--- config.mk ---
export PLATFORM = sky130hd
export DESIGN_NAME = i2s_tx
export DESIGN_NICKNAME = d
export VERILOG_FILES = /design/src/rtl/i2s_tx.sv
export SDC_FILE = /design/constraint.sdc
export NUM_CORES = 1
export LEC_CHECK = 0
export ABC_AREA = 1
export BUFFER_PORTS_ARGS = -buffer_cell sky130_fd_sc_hd__buf_2
export CAP_MARGIN = 20
export CORE_MARGIN = 4
export CORE_UTILIZATION = 50
export CTS_CLUSTER_DIAMETER = 80
export CTS_CLUSTER_SIZE = 25
export DETAILED_ROUTE_END_ITERATION = 10
export PLACE_DENSITY = 0.71
export SKIP_CTS_REPAIR_TIMING = 1
export SLEW_MARGIN = 20
export SYNTH_ARGS = -nofsm -noshare
export SYNTH_HDL_FRONTEND = slang
export SYNTH_SLANG_ARGS = --single-unit
export TNS_END_PERCENT = 50
--- constraint.sdc ---
create_clock -name clk -period 1.9 [get_ports clk]
set_input_delay 0.38 -clock clk [delete_from_list [all_inputs] [get_ports clk]]
set_output_delay 0.38 -clock clk [all_outputs]
set_load 0.05 [all_outputs]
--- src/rtl/i2s_tx.sv ---
// i2s_tx: stereo I2S transmitter. It serialises DATA_W-bit L/R pairs MSB-first with a one-bit delay into 64-bit frames.
// Latency: a pair accepted at cycle t is loaded at the first frame load after t. SCLK is clk/(2*SCLK_HALF). A frame lasts 128*SCLK_HALF cycles.
// Backpressure: a 2-pair FIFO drives the registered sample_ready low when it is full. An empty FIFO at frame load raises underrun.
//
// Ports:
//   clk, reset_n               system clock; synchronous active-low reset
//   sample_l/_r, sample_valid  producer pair; accepted when sample_valid && sample_ready
//   sample_ready               registered; high while the FIFO holds fewer than 2 pairs
//   I2S_SCLK/LRCLK/DOUT        codec bit clock, word select (0 = left), serial data
//   frame_start, underrun      one-cycle pulses on each frame load / on a load from an empty FIFO
// Build option: I2S_TX_UNDERRUN_HOLD_EN. When defined, an underrun repeats the last popped pair instead of sending silence.
module i2s_tx #(
  parameter int DATA_W    = 16,
  parameter int SCLK_HALF = 8
) (
  input  logic              clk,
  input  logic              reset_n,
  input  logic [DATA_W-1:0] sample_l,
  input  logic [DATA_W-1:0] sample_r,
  input  logic              sample_valid,
  output logic              sample_ready,
  output logic              I2S_SCLK,
  output logic              I2S_LRCLK,
  output logic              I2S_DOUT,
  output logic              frame_start,
  output logic              underrun
);
  localparam int DIV_W = (SCLK_HALF > 1) ? $clog2(SCLK_HALF) : 1;
  localparam logic [DIV_W-1:0] DIV_LAST = DIV_W'(SCLK_HALF - 1);

  typedef struct packed {
    logic [DATA_W-1:0] l;
    logic [DATA_W-1:0] r;
  } pair_t;

  // Places a sample in a 32-slot half frame: slot 0 is empty (one-bit delay), the MSB goes in slot 1, and the pad bits are zero.
  function automatic logic [31:0] place(input logic [DATA_W-1:0] s);
    return {{(32-DATA_W){1'b0}}, s} << (31 - DATA_W);
  endfunction

  logic [DIV_W-1:0] div_q, div_d;
  logic             sclk_q, sclk_d;
  logic [5:0]       bit_cnt_q, bit_cnt_d;
  logic             lrclk_q, lrclk_d;
  logic             dout_q, dout_d;
  logic [63:0]      shreg_q, shreg_d;
  pair_t            fifo0_q, fifo0_d, fifo1_q, fifo1_d;
  logic [1:0]       count_q, count_d;
  logic             ready_q, ready_d;
  logic             fs_q, fs_d, ur_q, ur_d;

  logic             sclk_fall, load, push, pop;
  pair_t            in_pair, fill_pair, load_pair;
  logic [63:0]      frame;

  assign in_pair = '{l: sample_l, r: sample_r};

`ifdef I2S_TX_UNDERRUN_HOLD_EN
  pair_t held_q, held_d;
  assign held_d    = pop ? fifo0_q : held_q;
  assign fill_pair = held_q;
  always_ff @(posedge clk) begin
    if (!reset_n) held_q <= '0;
    else          held_q <= held_d;
  end
`else
  assign fill_pair = '0;
`endif

  always_comb begin
    div_d     = div_q;
    sclk_d    = sclk_q;
    bit_cnt_d = bit_cnt_q;
    lrclk_d   = lrclk_q;
    dout_d    = dout_q;
    shreg_d   = shreg_q;
    fifo0_d   = fifo0_q;
    fifo1_d   = fifo1_q;
    fs_d      = 1'b0;
    ur_d      = 1'b0;
    load_pair = '0;
    frame     = '0;

    if (div_q == DIV_LAST) begin
      div_d  = '0;
      sclk_d = ~sclk_q;
    end else begin
      div_d = div_q + DIV_W'(1);
    end

    sclk_fall = (div_q == DIV_LAST) && sclk_q;
    load      = sclk_fall && (bit_cnt_q == 6'd63);
    push      = sample_valid && ready_q;
    // An empty FIFO cannot be popped at the load, even when a push lands in the same cycle.
    pop       = load && (count_q != 2'd0);

    if (sclk_fall) begin
      bit_cnt_d = bit_cnt_q + 6'd1;
      lrclk_d   = bit_cnt_d[5];
      if (load) begin
        load_pair = pop ? fifo0_q : fill_pair;
        frame     = {place(load_pair.l), place(load_pair.r)};
        dout_d    = frame[63];
        shreg_d   = {frame[62:0], 1'b0};
        fs_d      = 1'b1;
        ur_d      = !pop;
      end else begin
        dout_d  = shreg_q[63];
        shreg_d = {shreg_q[62:0], 1'b0};
      end
    end

    // The FIFO is full only at count 2, and sample_ready is low then. So a push during a pop always finds count 1.
    if (pop) begin
      fifo0_d = push ? in_pair : fifo1_q;
    end else if (push) begin
      if (count_q == 2'd0) fifo0_d = in_pair;
      else                 fifo1_d = in_pair;
    end

    count_d = count_q + {1'b0, push} - {1'b0, pop};
    ready_d = (count_d != 2'd2);
  end

  always_ff @(posedge clk) begin
    if (!reset_n) begin
      div_q     <= '0;
      sclk_q    <= 1'b0;
      bit_cnt_q <= 6'd63;
      lrclk_q   <= 1'b0;
      dout_q    <= 1'b0;
      shreg_q   <= '0;
      fifo0_q   <= '0;
      fifo1_q   <= '0;
      count_q   <= 2'd0;
      ready_q   <= 1'b0;
      fs_q      <= 1'b0;
      ur_q      <= 1'b0;
    end else begin
      div_q     <= div_d;
      sclk_q    <= sclk_d;
      bit_cnt_q <= bit_cnt_d;
      lrclk_q   <= lrclk_d;
      dout_q    <= dout_d;
      shreg_q   <= shreg_d;
      fifo0_q   <= fifo0_d;
      fifo1_q   <= fifo1_d;
      count_q   <= count_d;
      ready_q   <= ready_d;
      fs_q      <= fs_d;
      ur_q      <= ur_d;
    end
  end

  assign sample_ready = ready_q;
  assign I2S_SCLK     = sclk_q;
  assign I2S_LRCLK    = lrclk_q;
  assign I2S_DOUT     = dout_q;
  assign frame_start  = fs_q;
  assign underrun     = ur_q;

endmodule

# Yosys cells after proc, flatten, opt, wreduce, memory -nomap -nowiden
# Index checks and enable logic that the tools add are counted.
[word_totals]
ff_bits = 145
inputBits = 35
output_inout_bits = 6
word_cells = 47
[op_classes]
add_sub_neg = 4
eq_ne = 3
n_mux = 8
bitwise = 4
n_reduce_logical = 14
[ops]
columns = ["op", "n"]
rows = [
  ["$mux 32", 5],
  ["$mux 64", 1],
  ["$add 6x1->6 const B", 1],
  ["$eq 6x6->1 const B", 1],
  ["$reduce_and 3->1", 2],
  ["$reduce_bool 2->1", 3],
  ["$logic_and 1x1->1", 4],
  ["$not 1->1", 4],
  ["$reduce_and 2->1", 2],
  ["$add 3x1->3 const B", 1],
  ["$eq 3x3->1 const B", 1],
  ["$add 2x1->2", 1],
  ["$logic_not 2->1", 1],
  ["$mux 1", 2],
  ["$ne 2x2->1 const B", 1],
  ["$reduce_or 2->1", 1],
  ["$sub 2x1->2", 1],
  ["$logic_not 1->1", 1],
]

# Logic depth before layout (Yosys ltp)
# Gate-level depths: netlist of the first run.
[logic_depth]
ltp_word = 6
depth_mapped = 16
ltp_nobuf = 15

# Worst setup path before layout of the first run
# No wires, ideal clock.
[synth_timing]
path_type = "flip-flop to flip-flop"
startpoint = "reg sclk_q, in the netlist I2S_SCLK"
endpoint = "reg ready_q, in the netlist sample_ready"
setup_ns = 0.114
arrival_ns = 2.131
t_required_ns = 1.786
path_slack_ns = -0.345
path_stages_with_launch = 14
path_buffers = 1
synth_period_minus_slack_ns = 2.245
cell_sequence = "dfxtp_1 > nand3_2 > nor2_4 > nand2_4 > nor2_4 > buf_4 > inv_1 > nand2_1 > nand2_1 > ha_1 > xnor2_1 > nand4_1 > nand3_1 > nand2_1"
[synth_via]
elab_chain_len = 5
[synth_rtl]
columns = ["element", "line", "rtl"]
rows = [
  ["from (decl)", "42", "logic sclk_q, sclk_d;"],
  ["from (signal assigned)", "141", "sclk_q <= sclk_d;"],
  ["$logic_and 1x1->1", "91", "sclk_fall = (div_q == DIV_LAST) && sclk_q;"],
  ["$logic_and 1x1->1", "92", "load = sclk_fall && (bit_cnt_q == 6'd63);"],
  ["$logic_and 1x1->1", "95", "pop = load && (count_q != 2'd0);"],
  ["$sub 2x1->2", "121", "count_d = count_q + {1'b0, push} - {1'b0, pop};"],
  ["$ne 2x2->1", "122", "ready_d = (count_d != 2'd2);"],
  ["to (signal assigned)", "149", "ready_q <= ready_d;"],
  ["to (decl)", "49", "logic ready_q, ready_d;"],
]
# No other way between the ends.
# A chain may end at the register's enable or synchronous reset.

# Worst setup path after layout of the first run
[layout_timing]
startpoint = "reg div_q[0]"
endpoint = "reg ready_q, in the netlist sample_ready"
[layout_via]
elab_chain_len = 6
[layout_rtl]
columns = ["element", "line", "rtl"]
rows = [
  ["from (decl)", "41", "logic [DIV_W-1:0] div_q, div_d;"],
  ["from (signal assigned)", "140", "div_q <= div_d;"],
  ["$eq 3x3->1", "91", ""],
  ["$logic_and 1x1->1", "91", ""],
  ["$logic_and 1x1->1", "92", ""],
  ["$logic_and 1x1->1", "95", ""],
  ["$sub 2x1->2", "121", ""],
  ["$ne 2x2->1", "122", ""],
]
# No other way between the ends.

==> qor.txt, run 1 <==
Leakage -> 3.04 nW
Seq/Total Area, Yosys -> 43.3%
Critical Path RT -> 2.21 ns
Rows -> 39
Worst setup SP type -> flip-flop
Post-synthesis async set-or-reset flop share -> 0%
DRT Pass-1 Iters -> 5
# H-tree levels -> 4
Synthesis-to-layout area growth -> 15.4%
Register bit total from synthesis -> 129
Drt drc -> 0
Hpwl dp -> 9020 µm
Fmax achieved -> 537 MHz
Count of final setup violators -> 0
Clk sinks -> 129
Internal power -> 0.00537 W
First-pass GRT wire length -> 24900 µm
Post-synth top area share -> 43.3%
Mapped Cells -> 854
Combinational share of power -> 12.8%
Fin cells -> 1025
ANT cells -> 0
Grt ovf -> 0
# nets final -> 908
P_sw -> 0.00179 W
Detailed-route wire length per cell -> 14.1 µm
Setup slack after layout -> 0.0366 ns
Sequential Power Share -> 41.3%
Layout cells sized above 1 -> 13.0%
Initial Util -> 51.6%
Max cap viols -> 0
Final Max Slew Viols -> 0
Slew HR -> 58.5%
Post-Route WL -> 14500 µm
Die Height -> 117 µm
Vias in the first global route -> 5463
Run status -> completed
Clk Latency, worst-skew pair -> 0.42 ns
Worst slack, placed -> -0.0797 ns
CTS tree -> done
Post-synth top flop -> dfxtp_1
Average via count per standard cell -> 5.44
EDFF count, synth -> 0
Antenna Nets Post-Route -> 0
Via count -> 5572
Gr usage total -> 22.6%
Synth Net Count -> 893
Setup TNS -> 0 ns
Io pins -> 41
Unique masters post-synth -> 26
PD cells -> 1040 nW/µm²
Netlist Area Pre-Place -> 5970 µm²
Pin count of the biggest net entering global routing -> 68
Placer congestion estimate -> 0.800
Dominant cell type by area after synthesis -> dfxtp_1
Avg Cell Area, Syn -> 6.99 µm²
Synth warn -> 0
Die Span X -> 117 µm
Total CTS buffers -> 17
Transition time of the tightest slew-check pin -> 0.621 ns
Die area -> 13700 µm²
Most common library cells after synthesis -> nand2_1 (213), nor2_1 (136), dfxtp_1 (129)
Starting DRT DRC Count -> 489
Max clock buf depth -> 2
Root Driver -> clkbuf_16
Top post-synthesis cells by area -> dfxtp_1 (43%), nand2_1 (13%), nor2_1 (8.6%)
Switching portion of total power -> 25.0%
Critical path type -> reg2reg
RSZ-0062 raised after global routing -> yes
Final Hold Viols -> 0
Core Box Area -> 11600 µm²
Final period util -> 98.1%
Port Buf Inserts -> 40
Min-Delay Path Class -> in2reg
Clk pwr share -> 45.9%
WP data arrival -> 2.17 ns
Dpl cells -> 993
Maximum fanout along the worst path -> 4
Crit end category -> flip-flop
Initial antenna violation count -> 0
Clock Skews -> 0.00392 ns
Clock transition at path regs -> 0.05 ns
Count leader, synth -> nand2_1
Clock period minus worst slack -> 1.86 ns
Worst VDD drop -> 0.623 mV
[per-stage QoR]
step	utilization [%]	instance area (µm²)	power [W]	hold slack [ns]
4_1_cts	59.3	6860	0.00722	0.231
3_5_place_dp	54.2	6270	0.00392	0.416
2_1_floorplan	-	6020	0.00366	0.405
5_1_grt	59.6	6890	0.00750	0.249
6_report	59.6	6890	0.00717	0.248
3_3_place_gp	54.2	6270	0.00389	0.411
[cell type report]
class	instances	area (µm²)
timing repair buffer	62	419
clock buffer	27	493
fill	1107	4680
clock inverter	5	100
sequential	129	2590
tap	143	179
multi-input combinational	627	2990
inverter	32	120
[sequential cells by signal, indices dropped and copies added, names as in the netlist]
signal,count
fifo0_q,32
shreg_q,48
I2S_DOUT,1
fifo1_q,32
underrun,1
sample_ready,1
count_q,2
bit_cnt_q,6
div_q,3
I2S_LRCLK,1
frame_start,1
I2S_SCLK,1
[cell usage in the layout, fill, tap and decap left out, types with 7 or more instances in the layout]
master / n
a21oi_1: 66
buf_2: 40
buf_4: 17
clkbuf_1: 7
clkbuf_16: 17
dfxtp_1: 126
inv_1: 27
nand2_1: 211
nand3_1: 40
nand3b_1: 32
nand4_1: 34
nor2_1: 136
o21ai_0: 66
o22ai_1: 15
[kinds of logic after synthesis]
| kind of cell | synth area share [%] |
|---|---|
| buffers and inverters | 7.74 |
| AO/OA/AOI/OAI | 13.0 |
| AND/OR/NAND/NOR | 35.0 |
| XOR/XNOR | 0.147 |
| adder cells (fa/ha/maj) | 0.839 |
| flip-flops | 43.3 |
[routing by layer]
metal / up-vias / track usage, % / routed length (µm)
li1: 2842 / - / -
met1: 2568 / 29.3 / 6870
met2: 149 / 36.6 / 6610
met3: 13 / 5.81 / 813
met4: 0 / 7.72 / 162
met5: - / 0 / 0
[power by group through the flow]
stage / sequential (W) / clock, W / combinational, W
4_1_cts: 0.00296 / 0.00334 / 0.000911
3_3_place_gp: 0.00301 / 0 / 0.000882
3_5_place_dp: 0.00302 / 0 / 0.000906
2_1_floorplan: 0.00300 / 0 / 0.000660
5_1_grt: 0.00298 / 0.00347 / 0.00104
6_report: 0.00296 / 0.00329 / 0.000918
[critical path, stage by stage (launching register included)]
cell and delay (ns):
dfxtp_2 0.35, ha_4 0.14, ha_4 0.15, nand3_4 0.08, nor2_4 0.14, nand2_4 0.07, nor2_4 0.09, inv_2 0.04
nand2_2 0.05, nand2_2 0.06, ha_4 0.16, xnor2_2 0.14, nand4_1 0.13, nand3_1 0.09, nand2_1 0.06
[path summary, 6_finish.rpt]
check / start / to / slack [ns] / cells past startpoint
max: div_q[0] / sample_ready / 0.04 / 14
min: sample_l[4] / fifo1_q[20] / 0.25 / 3
max reg2reg: div_q[0] / sample_ready / 0.04 / 14
min reg2reg: div_q[0] / div_q[0] / 0.43 / 1
Power figures use the tool's default switching activity.
==> inputs of run 2 (changes only) <==
--- a/config.mk
+++ b/config.mk
@@ -6,7 +6,7 @@
 export NUM_CORES = 1
 export LEC_CHECK = 0
 export ABC_AREA = 1
-export BUFFER_PORTS_ARGS = -buffer_cell sky130_fd_sc_hd__buf_2
+export BUFFER_PORTS_ARGS = -buffer_cell sky130_fd_sc_hd__buf_4
 export CAP_MARGIN = 20
 export CORE_MARGIN = 4
 export CORE_UTILIZATION = 50
==> run 2 against run 1 <==
Effect of this change:
- combinational power grew 1%
- utilization grew 1.0 points
- critical path depth is the same
- final cell count hardly changed
- register-to-register slack about the same
- critical path type unchanged
==> qor.txt, run 2 (same netlist as run 1, synthesis figures left out) <==
Maximum fanout along the worst path -> 4 (unchanged)
Critical path type -> reg2reg
Count of final setup violators -> 0 (unchanged)
Starting DRT DRC Count -> 385 (-21%)
Transition time of the tightest slew-check pin -> 0.585 ns (-0.0359 ns)
Pin count of the biggest net entering global routing -> 104 (+53%)
Total CTS buffers -> 17 (unchanged)
Io pins -> 41 (unchanged)
Max cap viols -> 0 (unchanged)
Placed instance area -> 6330 µm² (+1.0%)
Leakage -> 3.10 nW (+1.7%)
Via count -> 5554 (-0.32%)
Fin cells -> 1026 (+0.098%)
Hold Path Stages -> 3 (unchanged)
DRT Pass-1 Iters -> 5 (unchanged)
Detailed-route wire length per cell -> 14.0 µm (-0.77%)
Drt drc -> 0 (unchanged)
Clock transition at path regs -> 0.05 ns (about the same)
Clk Latency, worst-skew pair -> 0.42 ns (about the same)
Fmax achieved -> 534 MHz (-0.45%)
RSZ-0062 raised after global routing -> yes
Final Max Slew Viols -> 0 (unchanged)
Grt ovf -> 0 (unchanged)
Min-Delay Path Class -> in2reg
WP data arrival -> 2.18 ns (about the same)
Die Span X -> 117 µm (unchanged)
Worst setup SP type -> flip-flop
Final Hold Viols -> 0 (unchanged)
ANT cells -> 0 (unchanged)
CTS tree -> done
Port Buf Inserts -> 40 (unchanged)
Rows -> 39 (unchanged)
Reg with most FFs -> shreg_q
Final Instance Area -> 7010 µm² (+1.7%)
Clock Skews -> 0.00527 ns (+0.00135 ns)
Critical path's slowest cell -> dfxtp_2
Die area -> 13700 µm² (unchanged)
Initial antenna violation count -> 0 (unchanged)
Most frequent cells in the layout -> nand2_1 (213), nor2_1 (136), dfxtp_1 (126), o21ai_0 (66), a21oi_1 (66)
# H-tree levels -> 4 (unchanged)
Leading cell type in the layout, fill and taps excluded -> nand2_1
# nets final -> 909 (+0.11%)
Post-Route WL -> 14400 µm (-0.68%)
Max reg flops -> 48 (unchanged)
Slew HR -> 60.9% (+2.4 points)
Layout cells sized above 1 -> 13.5% (+0.44 points)
Clk sinks -> 129 (unchanged)
Top flop regs -> shreg_q (48), fifo0_q (32), fifo1_q (32)
Max clock buf depth -> 2 (unchanged)
Worst VDD drop -> 0.436 mV (-30%)
Root Driver -> clkbuf_16
R2R cell count -> 14 (unchanged)
Core Box Area -> 11600 µm² (unchanged)
PD cells -> 1040 nW/µm² (+0.21%)
Largest stage delay, worst path -> 0.34 ns (about the same)
Gr usage total -> 22.6% (+0.059 points)
Hold WS -> 0.221 ns (-0.0279 ns)
Setup TNS -> 0 ns (unchanged)
First-pass GRT wire length -> 24900 µm (+0.25%)
Synthesis-to-layout area growth -> 17.4%
Final period util -> 98.5% (+0.45 points)
Dpl cells -> 990 (-0.30%)
Initial Util -> 51.6% (unchanged)
Cell mode on critical path -> nand2_1
Die Height -> 117 µm (unchanged)
Placer congestion estimate -> 0.831 (+3.9%)
Hpwl dp -> 8730 µm (-3.1%)
Vias in the first global route -> 5347 (-2.1%)
Crit end category -> flip-flop
Antenna Nets Post-Route -> 0 (unchanged)
Clock period minus worst slack -> 1.87 ns (+0.00849 ns)
CP cell instances -> ha_4 -> ha_4 -> nand3_4 -> nor2_4 -> nand2_4 -> nor2_4 -> inv_2 -> nand2_1 -> nand2_1 -> ha_2 -> xnor2_2 -> nand4_1 -> nand3_1 -> nand2_1
Run status -> completed
Critical Path RT -> 2.21 ns (about the same)
Average via count per standard cell -> 5.41 (-0.42%)
run 2: cell types whose count changed in the layout (fill, tap and decap cells not counted), moves of 2 or more:
cell        delta
clkinvlp_4     +2
clkbuf_8       +3
buf_2         -40
buf_4         +42
nand2_2        -2
clkbuf_1       -6
nand2_1        +2
run 2: where the power goes:
part / internal [W] / switching, W / total, W
Combinational: 0.000348 / 0.000580 / 0.000928
Sequential: 0.00287 / 0.0000868 / 0.00296
Clock: 0.00227 / 0.00115 / 0.00342
Total: 0.00549 / 0.00182 / 0.00731
run 2: final timing paths:
kind / start / endpoint / slack, ns
setup reg to reg: div_q[1] / sample_ready / 0.03
hold / removal: sample_l[15] / fifo1_q[31] / 0.22
hold reg to reg: div_q[0] / div_q[0] / 0.42
setup / recovery: div_q[1] / sample_ready / 0.03
run 2: layout make-up:
class | count | area (µm²)
Sequential cell | 129 | 2590
Fill cell | 1061 | 4560
Inverter | 32 | 120
Timing Repair Buffer | 63 | 514
Clock inverter | 8 | 124
Tap cell | 143 | 179
Clock buffer | 24 | 512
Multi-Input combinational cell | 627 | 2970
run 2: per-stage QoR:
stage               utilization [%]  setup WS (ns)  power, W
floorplan                         -         -0.155   0.00366
global placement               54.8         0.0299   0.00390
detailed placement             54.8        -0.0233   0.00393
CTS                            60.3        -0.0552   0.00737
global route                   60.6         -0.101   0.00764
finish                         60.6         0.0281   0.00731
run 2: layer usage:
metal  vias up  global-route usage, %  part of all wire (%)
met3        13                   4.83                   5.6
met1      2537                   29.7                    47
li1       2838                      -                     -
met5         -                      0                     0
met2       166                   36.6                    47
met4         0                   8.64                   1.2
run 2: critical path, delay by kind of cell (launching register included):
kind / cells / cell delay (ns)
XOR/XNOR: 1 / 0.14
flip-flops: 1 / 0.34
adder cells (fa/ha/maj): 3 / 0.48
buffers and inverters: 1 / 0.03
AND/OR/NAND/NOR: 9 / 0.78
